## config.mk

```make
export PLATFORM = sky130hd
export DESIGN_NAME = seg_scan_ctrl
export DESIGN_NICKNAME = d
export VERILOG_FILES = /design/src/rtl/seg_scan_ctrl.sv
export SDC_FILE = /design/constraint.sdc
export NUM_CORES = 1
export LEC_CHECK = 0
export BUFFER_PORTS_ARGS = -buffer_cell sky130_fd_sc_hd__clkbuf_2
export CAP_MARGIN = 5
export CORE_ASPECT_RATIO = 0.6
export CORE_UTILIZATION = 50
export DETAILED_ROUTE_END_ITERATION = 8
export PLACE_DENSITY = 0.71
export SLEW_MARGIN = 10
export SYNTH_ARGS = -nofsm -noshare
export SYNTH_HDL_FRONTEND = slang
export SYNTH_SLANG_ARGS = --single-unit
```

## constraint.sdc

```tcl
create_clock -name clk -period 4.65 [get_ports clk]
set_input_delay 0.93 -clock clk [delete_from_list [all_inputs] [get_ports clk]]
set_output_delay 0.93 -clock clk [all_outputs]
set_load 0.005 [all_outputs]
```

## src/rtl/seg_scan_ctrl.sv

```systemverilog
`default_nettype none
// ============================================================================
// Module      : seg_scan_ctrl
// Description : Time-multiplexed 7-segment scan controller for a signed BCD
//               value. Optional build macro LEADING_ZERO_BLANK_EN blanks
//               magnitude digits above the most significant nonzero digit.
// Revision    : 1.0 - initial release
// ============================================================================
module seg_scan_ctrl #(
    parameter int N_DIGITS     = 4,
    parameter int REFRESH_DIV  = 100000,
    parameter int GUARD_CYCLES = 16
) (
    input  logic                  clk,
    input  logic                  rst,
    input  logic                  load,
    input  logic                  sign_in,
    input  logic [4*N_DIGITS-1:0] bcd_in,
    output logic                  pending,
    output logic                  frame_done,
    output logic [N_DIGITS:0]     an,
    output logic [6:0]            seg
);

    localparam int PW = (REFRESH_DIV > 1) ? $clog2(REFRESH_DIV) : 1;
    localparam int SW = $clog2(N_DIGITS + 1);

    localparam logic [PW-1:0] c_presc_max = PW'(REFRESH_DIV - 1);
    localparam logic [PW-1:0] c_guard     = PW'(GUARD_CYCLES);
    localparam logic [SW-1:0] c_sign_slot = SW'(N_DIGITS);
    localparam logic [6:0]    c_blank     = 7'b1111111;
    localparam logic [6:0]    c_minus     = 7'b0111111;

    logic [PW-1:0]         r_presc;
    logic [SW-1:0]         r_slot;
    logic                  r_pending;
    logic                  r_frame_done;
    logic                  r_shadow_sign;
    logic [4*N_DIGITS-1:0] r_shadow_bcd;
    logic                  r_disp_sign;
    logic [4*N_DIGITS-1:0] r_disp_bcd;
    logic [N_DIGITS:0]     r_an;
    logic [6:0]            r_seg;

    logic                  w_tc;
    logic                  w_wrap;
    logic                  w_guard;
    logic [3:0]            w_digit;
    logic                  w_digit_blank;
    logic [N_DIGITS-1:0]   w_lz;
    logic [N_DIGITS:0]     w_an_next;
    logic [6:0]            w_seg_next;

    function automatic logic [6:0] f_seg7(input logic [3:0] d);
        case (d)
            4'd0:    f_seg7 = 7'b1000000;
            4'd1:    f_seg7 = 7'b1111001;
            4'd2:    f_seg7 = 7'b0100100;
            4'd3:    f_seg7 = 7'b0110000;
            4'd4:    f_seg7 = 7'b0011001;
            4'd5:    f_seg7 = 7'b0010010;
            4'd6:    f_seg7 = 7'b0000010;
            4'd7:    f_seg7 = 7'b1111000;
            4'd8:    f_seg7 = 7'b0000000;
            4'd9:    f_seg7 = 7'b0010000;
            default: f_seg7 = 7'b1111111;
        endcase
    endfunction

    assign w_tc    = (r_presc == c_presc_max);
    assign w_wrap  = w_tc && (r_slot == c_sign_slot);
    assign w_guard = (r_presc < c_guard);

`ifdef LEADING_ZERO_BLANK_EN
    logic w_run;

    // Walk down from the top digit; digit 0 is never blanked.
    always_comb begin
        w_lz  = '0;
        w_run = 1'b1;
        for (int i = N_DIGITS - 1; i > 0; i--) begin
            w_run   = w_run & (r_disp_bcd[4*i +: 4] == 4'd0);
            w_lz[i] = w_run;
        end
    end
`else
    assign w_lz = '0;
`endif

    always_comb begin
        w_digit       = '0;
        w_digit_blank = 1'b0;
        for (int i = 0; i < N_DIGITS; i++) begin
            if (r_slot == SW'(i)) begin
                w_digit       = r_disp_bcd[4*i +: 4];
                w_digit_blank = w_lz[i];
            end
        end
    end

    always_comb begin
        w_an_next  = '1;
        w_seg_next = c_blank;
        if (!w_guard) begin
            for (int i = 0; i <= N_DIGITS; i++) begin
                if (r_slot == SW'(i)) begin
                    w_an_next[i] = 1'b0;
                end
            end
            if (r_slot == c_sign_slot) begin
                w_seg_next = r_disp_sign ? c_minus : c_blank;
            end else if (!w_digit_blank) begin
                w_seg_next = f_seg7(w_digit);
            end
        end
    end

    always_ff @(posedge clk) begin
        if (rst) begin
            r_presc       <= '0;
            r_slot        <= '0;
            r_pending     <= 1'b0;
            r_frame_done  <= 1'b0;
            r_shadow_sign <= 1'b0;
            r_shadow_bcd  <= '0;
            r_disp_sign   <= 1'b0;
            r_disp_bcd    <= '0;
            r_an          <= '1;
            r_seg         <= c_blank;
        end else begin
            r_frame_done <= w_wrap;
            if (w_tc) begin
                r_presc <= '0;
                r_slot  <= w_wrap ? '0 : r_slot + 1'b1;
            end else begin
                r_presc <= r_presc + 1'b1;
            end
            // Commit sees the pre-load shadow, so a load on the wrap cycle waits a frame.
            if (w_wrap && r_pending) begin
                r_disp_sign <= r_shadow_sign;
                r_disp_bcd  <= r_shadow_bcd;
            end
            if (load) begin
                r_shadow_sign <= sign_in;
                r_shadow_bcd  <= bcd_in;
                r_pending     <= 1'b1;
            end else if (w_wrap) begin
                r_pending     <= 1'b0;
            end
            r_an  <= w_an_next;
            r_seg <= w_seg_next;
        end
    end

    assign pending    = r_pending;
    assign frame_done = r_frame_done;
    assign an         = r_an;
    assign seg        = r_seg;

endmodule
`default_nettype wire
```

# ---- After elaboration in Yosys (flattened, before gate mapping)
# Memory sizes are Yosys's and may differ from the RTL's.
# Cells that the tools add are included.
# W data, S select, Z words.
dict set report classes {
  n_addsub 2
  order_cmp 1
  n_eq_ne 5
  muxes 14
  reduce_logical 6
}
# cell n
set op_table {}
lappend op_table {{$add A17 B1 Y17 const B} 1}
lappend op_table {{$eq A17 B17 Y1 const B} 1}
lappend op_table {{$lt A17 B5 Y1 const B} 1}
lappend op_table {{$mux W4} 4}
lappend op_table {{$mux W7} 2}
lappend op_table {{$mux W1} 7}
lappend op_table {{$eq A3 B2 Y1 const B} 2}
lappend op_table {{$reduce_or A2 Y1} 2}
lappend op_table {{$add A3 B1 Y3 const B} 1}
lappend op_table {{$eq A3 B1 Y1 const B} 1}
lappend op_table {{$eq A3 B3 Y1 const B} 1}
lappend op_table {{$logic_not A3 Y1} 1}
lappend op_table {{$mux W3} 1}
lappend op_table {{$logic_and A1 B1 Y1} 2}
lappend op_table {{$reduce_bool A2 Y1} 1}
dict set report word_totals {
  reg_bits 68
  mem_bits_ro 112
  inputBits 20
  output_inout_bits 14
  elab_cells 39
  mem_count 1
}
# name depth width rd rd_clocked_by_memory_dff write_ports line_no
set memory_table {}
lappend memory_table {{(no name shown)} 16 7 1 0 0 55} ;# case (d)

# ---- Depth between registers and ports, before layout
# An unclocked memory read counts as a cell.
dict set report depth {
  depth_word 7
  mapped_depth 12
  ltp_nobuf 11
}

# ---- Least setup slack after synthesis
# OpenSTA, ideal clock, no wires.
dict set report synth_path {
  kind {flip-flop to flip-flop}
  startpoint {register r_slot[0]}
  endpoint {register r_seg[4] (netlist: seg[4])}
  setup_time_ps 125
  t_arrival_ps 2286
  t_required_ps 4525
  path_slack_ps 2239
  path_stages_with_launch 12
  n_path_buf 1
  period_less_slack_ps 2411
  cell_sequence {dfxtp_1 > inv_1 > ha_1 > buf_2 > a21oi_2 > o21ai_1 > a32oi_1 > ha_1 > nor2b_1 > o21a_1 > a2111oi_2 > o21ai_1}
}
dict set report synth_between {
  elab_chain_len 7
  elab_cells_between_ends 11
  cone_classes {eq/ne: 4; mux: 5; reduce/logical: 1; memory: 1}
}
# element line_no
set synth_rtl {}
lappend synth_rtl {{from (decl)} 35} ;# logic [SW-1:0] r_slot;
lappend synth_rtl {{from (signal assigned)} 134} ;# r_slot <= w_wrap ? '0 : r_slot + 1'b1;
lappend synth_rtl {{$logic_not A3 Y1} 94} ;# if (r_slot == SW'(i)) begin
lappend synth_rtl {{$mux W4 (4 in a row)} 94}
lappend synth_rtl {{$mem_v2 Z16 W7} --}
lappend synth_rtl {{$mux W7 *} 110} ;# if (r_slot == c_sign_slot) begin
lappend synth_rtl {{to (signal assigned)} 129} ;# r_seg <= c_blank;
lappend synth_rtl {{to (signal assigned)} 151} ;# r_seg <= w_seg_next;
lappend synth_rtl {{to (decl)} 43} ;# logic [6:0] r_seg;
# Every way passes the cells marked *; elsewhere a longest branch is shown, timed or not.
# A chain may end at the register's enable or synchronous reset.

# ---- Worst setup path in the final report
# Ends and elaborated chain as after synthesis.

==> flow_summary.html <==
<table>
<tr><th>Metric</th><th>Value</th></tr>
<tr><th colspan="2">Outcome</th></tr>
<tr><td>Result of the run</td><td>finished clean</td></tr>
<tr><th colspan="2">Critical path</th></tr>
<tr><td>Crit path launch type</td><td>register</td></tr>
<tr><td>Crit path kind</td><td>register to register</td></tr>
<tr><td>Peak fanout along the critical path</td><td>9</td></tr>
<tr><td>Req. time, crit path</td><td>slightly below 5 ns</td></tr>
<tr><td>Worst setup EP type</td><td>register</td></tr>
<tr><td>Signal arrival time at the worst endpoint</td><td>3.00 ns</td></tr>
<tr><th colspan="2">Routing</th></tr>
<tr><td>WL final</td><td>approximately 5400 um</td></tr>
<tr><td>Via count normalized by instance count</td><td>4.98</td></tr>
<tr><td>1st-iter DRT viols</td><td>approximately 110</td></tr>
<tr><td>DRC errors left</td><td>0</td></tr>
<tr><td>TritonRoute pass-1 iters</td><td>4</td></tr>
<tr><td>Post-detailed-route wirelength per cell</td><td>12.7 um</td></tr>
<tr><td>DR vias</td><td>between 2k and 2.5k</td></tr>
<tr><td>Count of antenna-violating nets left after detailed routing</td><td>0</td></tr>
<tr><th colspan="2">STA</th></tr>
<tr><td>Setup_tns</td><td>0 ns</td></tr>
<tr><td>Slew HR</td><td>0.468</td></tr>
<tr><td>RSZ-0062 raised after global routing</td><td>false</td></tr>
<tr><td>Total of endpoints with negative setup slack in the final report</td><td>0</td></tr>
<tr><td>Post-route clock period utilization</td><td>0.598</td></tr>
<tr><td>Final Max Slew Viols</td><td>0</td></tr>
<tr><td>Slew at the pin closest to its max-slew limit</td><td>roughly 0.80 ns</td></tr>
<tr><td>Fmax</td><td>~0.36 GHz</td></tr>
<tr><td>Minimum clock period after layout</td><td>2.78 ns</td></tr>
<tr><td>Fin. Hold Viols</td><td>0</td></tr>
<tr><td>Max Clock Skew</td><td>about 0.0083 ns</td></tr>
<tr><th colspan="2">Yosys</th></tr>
<tr><td>Synthesized area</td><td>between 2000 and 3000 um^2</td></tr>
<tr><td>Average cell area after synthesis</td><td>between 9 and 10 um^2</td></tr>
<tr><td>Post-synthesis net count</td><td>roughly 340</td></tr>
<tr><td>Commonest register cell after synthesis</td><td>dfxtp_1</td></tr>
<tr><td>Number of synthesized flops with an enable pin</td><td>0</td></tr>
<tr><td>Post-synthesis instance total</td><td>310</td></tr>
<tr><td>Number of storage elements in the synthesis netlist</td><td>68</td></tr>
<tr><td>Proportion of synthesized chip area in sequential cells</td><td>0.462</td></tr>
<tr><td>Synth async-reset ratio</td><td>0</td></tr>
<tr><td>Count of cell types in the netlist</td><td>46</td></tr>
<tr><td>Yosys warning total</td><td>0</td></tr>
<tr><th colspan="2">CTS</th></tr>
<tr><td>Clock tree from TritonCTS</td><td>done</td></tr>
<tr><td>Number of H-tree levels</td><td>3</td></tr>
<tr><td>Root buf cell</td><td>clkbuf_8</td></tr>
<tr><td>Inserted Clock Buffers</td><td>9</td></tr>
<tr><td>Clock latency on the worst-skew pair</td><td>around 0.35 ns</td></tr>
<tr><td>Post-CTS Resized</td><td>0</td></tr>
<tr><td>Bufs on Longest Clock Path</td><td>2</td></tr>
<tr><td>Clock input transition at the sequential cells of the worst setup and hold paths</td><td>roughly 0.070 ns</td></tr>
<tr><td>Number of sinks driven by the clock tree</td><td>68</td></tr>
<tr><td>Hold buffers post-CTS</td><td>0</td></tr>
<tr><td>Total setup buffers inserted after CTS</td><td>0</td></tr>
<tr><th colspan="2">Run</th></tr>
<tr><td>MaxCap Viol Count</td><td>0</td></tr>
<tr><th colspan="2">Floorplanning</th></tr>
<tr><td>Top-level port count</td><td>34</td></tr>
<tr><td>Area of the die</td><td>6220 um^2</td></tr>
<tr><td>Floorplan die height</td><td>61.5 um</td></tr>
<tr><td>Starting density of the core</td><td>0.524</td></tr>
<tr><td>Core area</td><td>5620 um^2</td></tr>
<tr><td>DIE WIDTH</td><td>just over 100 um</td></tr>
<tr><td>Standard-cell row count</td><td>21</td></tr>
<tr><th colspan="2">Cells and area</th></tr>
<tr><td>Most frequent standard cell in the layout excluding fill and tap cells</td><td>dfxtp_1</td></tr>
<tr><td>Most frequent cells in the layout</td><td>dfxtp_1 (68), nor2_1 (65), mux2i_1 (38)</td></tr>
<tr><td>Area Overhead vs Synth</td><td>12.6%</td></tr>
<tr><td>Share of post-route cells with drive strength above 1</td><td>0.173</td></tr>
<tr><td>Nets</td><td>between 300 and 400</td></tr>
<tr><td>Area of all placed cells without fillers</td><td>about 3300 um^2</td></tr>
<tr><td>Antenna Cells</td><td>0</td></tr>
<tr><th colspan="2">Power and ir drop</th></tr>
<tr><td>Leakage Power</td><td>between 1 and 1.5 nW</td></tr>
<tr><td>VDD IR-drop max</td><td>~170 uV</td></tr>
<tr><td>Cell area power density</td><td>around 330 nW/um^2</td></tr>
<tr><th colspan="2">Placed design</th></tr>
<tr><td>GPL Wtd Cong</td><td>between 0.8 and 0.9</td></tr>
<tr><td>Port-buffer cells</td><td>33</td></tr>
<tr><td>Half-perimeter wire length after placement</td><td>approximately 3900 um</td></tr>
<tr><td>Post-place instance area</td><td>3130 um^2</td></tr>
<tr><th colspan="2">Min path</th></tr>
<tr><td>Min-delay worst type</td><td>register to register</td></tr>
<tr><th colspan="2">Global route</th></tr>
<tr><td>Number of antenna violations at the first check in global routing</td><td>0</td></tr>
<tr><td>Global-route wire length before repair</td><td>8520 um</td></tr>
<tr><td>Via count of the first global-routing pass</td><td>~1.7k</td></tr>
<tr><td>GR Overflow Total</td><td>0</td></tr>
<tr><td>Largest net degree at the start of global routing</td><td>42</td></tr>
<tr><td>Overall fraction of global-route tracks in use</td><td>0.186</td></tr>
</table>
## through the flow
stage | worst slack [ns] | total power [mW] | hold slack (ns) | cells | utilization
finish | 1.87 | 1.10 | 0.473 | 426 | 0.591
global route | 1.60 | 1.15 | 0.523 | 426 | 0.591
CTS | 1.86 | 1.11 | 0.476 | 426 | 0.591
detailed placement | 1.83 | 0.653 | 0.460 | 410 | 0.557
global placement | 1.89 | 0.652 | 0.445 | 410 | 0.557
floorplan | 2.24 | 0.639 | 0.430 | 310 | -
## registers in the layout, indices dropped and copies added, names as in the netlist
register / cells
r_disp_bcd: 16
r_slot: 3
an: 5
r_presc: 17
r_disp_sign: 1
r_shadow_bcd: 16
pending: 1
seg: 7
frame_done: 1
r_shadow_sign: 1
## cell usage after synthesis (2+ instances only)
library cell | instances | area, um^2
nand2b_1 | 2 | 12.5
o21a_1 | 2 | 15.0
clkbuf_1 | 5 | 18.8
mux2i_1 | 38 | 380
o32a_1 | 2 | 20.0
o21ai_1 | 5 | 25.0
and2_1 | 3 | 18.8
xor2_1 | 7 | 61.3
nand2_1 | 20 | 75.1
xnor2_1 | 9 | 78.8
nor2_1 | 65 | 244
nand4_1 | 5 | 31.3
and3_1 | 3 | 18.8
nand3b_1 | 2 | 15.0
or3_1 | 3 | 18.8
buf_2 | 4 | 20.0
buf_6 | 3 | 33.8
or2_1 | 2 | 12.5
a21oi_1 | 7 | 35.0
ha_1 | 11 | 138
inv_1 | 12 | 45.0
dfxtp_1 | 68 | 1360
nor3_1 | 2 | 10.0
nand3_1 | 8 | 40.0
## power by group
| group | internal, mW | switching, mW |
|---|---|---|
| sequential | 0.594 | 0.00764 |
| clock | 0.244 | 0.221 |
| combinational | 0.0177 | 0.0200 |
## worst paths after layout
check,startpoint,slack [ns],to,depth (start not counted)
setup / recovery,r_slot[0],1.87,seg[4],10
hold / removal,r_presc[0],0.47,r_presc[0],1
setup reg to reg,r_slot[0],1.87,seg[4],10
hold reg to reg,r_presc[0],0.47,r_presc[0],1
## worst max-delay path: stages, from the launching register on
cell       delay [ns]
dfxtp_1          0.38
inv_1            0.09
ha_1             0.33
a21oi_2          0.15
o21ai_1          0.07
a32oi_1          0.67
ha_1             0.31
nor2b_1          0.06
o21a_1           0.17
a2111oi_2        0.31
o21ai_1          0.12
## layout make-up
type	count	area, um^2
clock buffer	9	124
sequential	68	1360
inverter	12	45.0
clock inverter	7	67.6
multi-input combinational	216	1450
fill	535	2300
tap	80	100
timing repair buffer	34	173
## per-layer routing
layer  share of wire  routed length [um]  GRT usage  vias to the layer above
li1                -                   -          -                     1110
met1            0.56                3040      0.277                      951
met2            0.37                2020      0.237                       57
met3           0.056                 305     0.0795                        4
met4          0.0057                  31     0.0497                        0
met5               0                   0          0                        -
## cells by family after synthesis
group | count (synthesis) | synth area share
buffers and inverters | 26 | 0.0492
flip-flops | 68 | 0.462
multiplexers | 38 | 0.129
AO/OA/AOI/OAI | 27 | 0.0683
adder cells (fa/ha/maj) | 11 | 0.0467
XOR/XNOR | 16 | 0.0475
AND/OR/NAND/NOR | 124 | 0.198
Power figures use the tool's default switching activity.
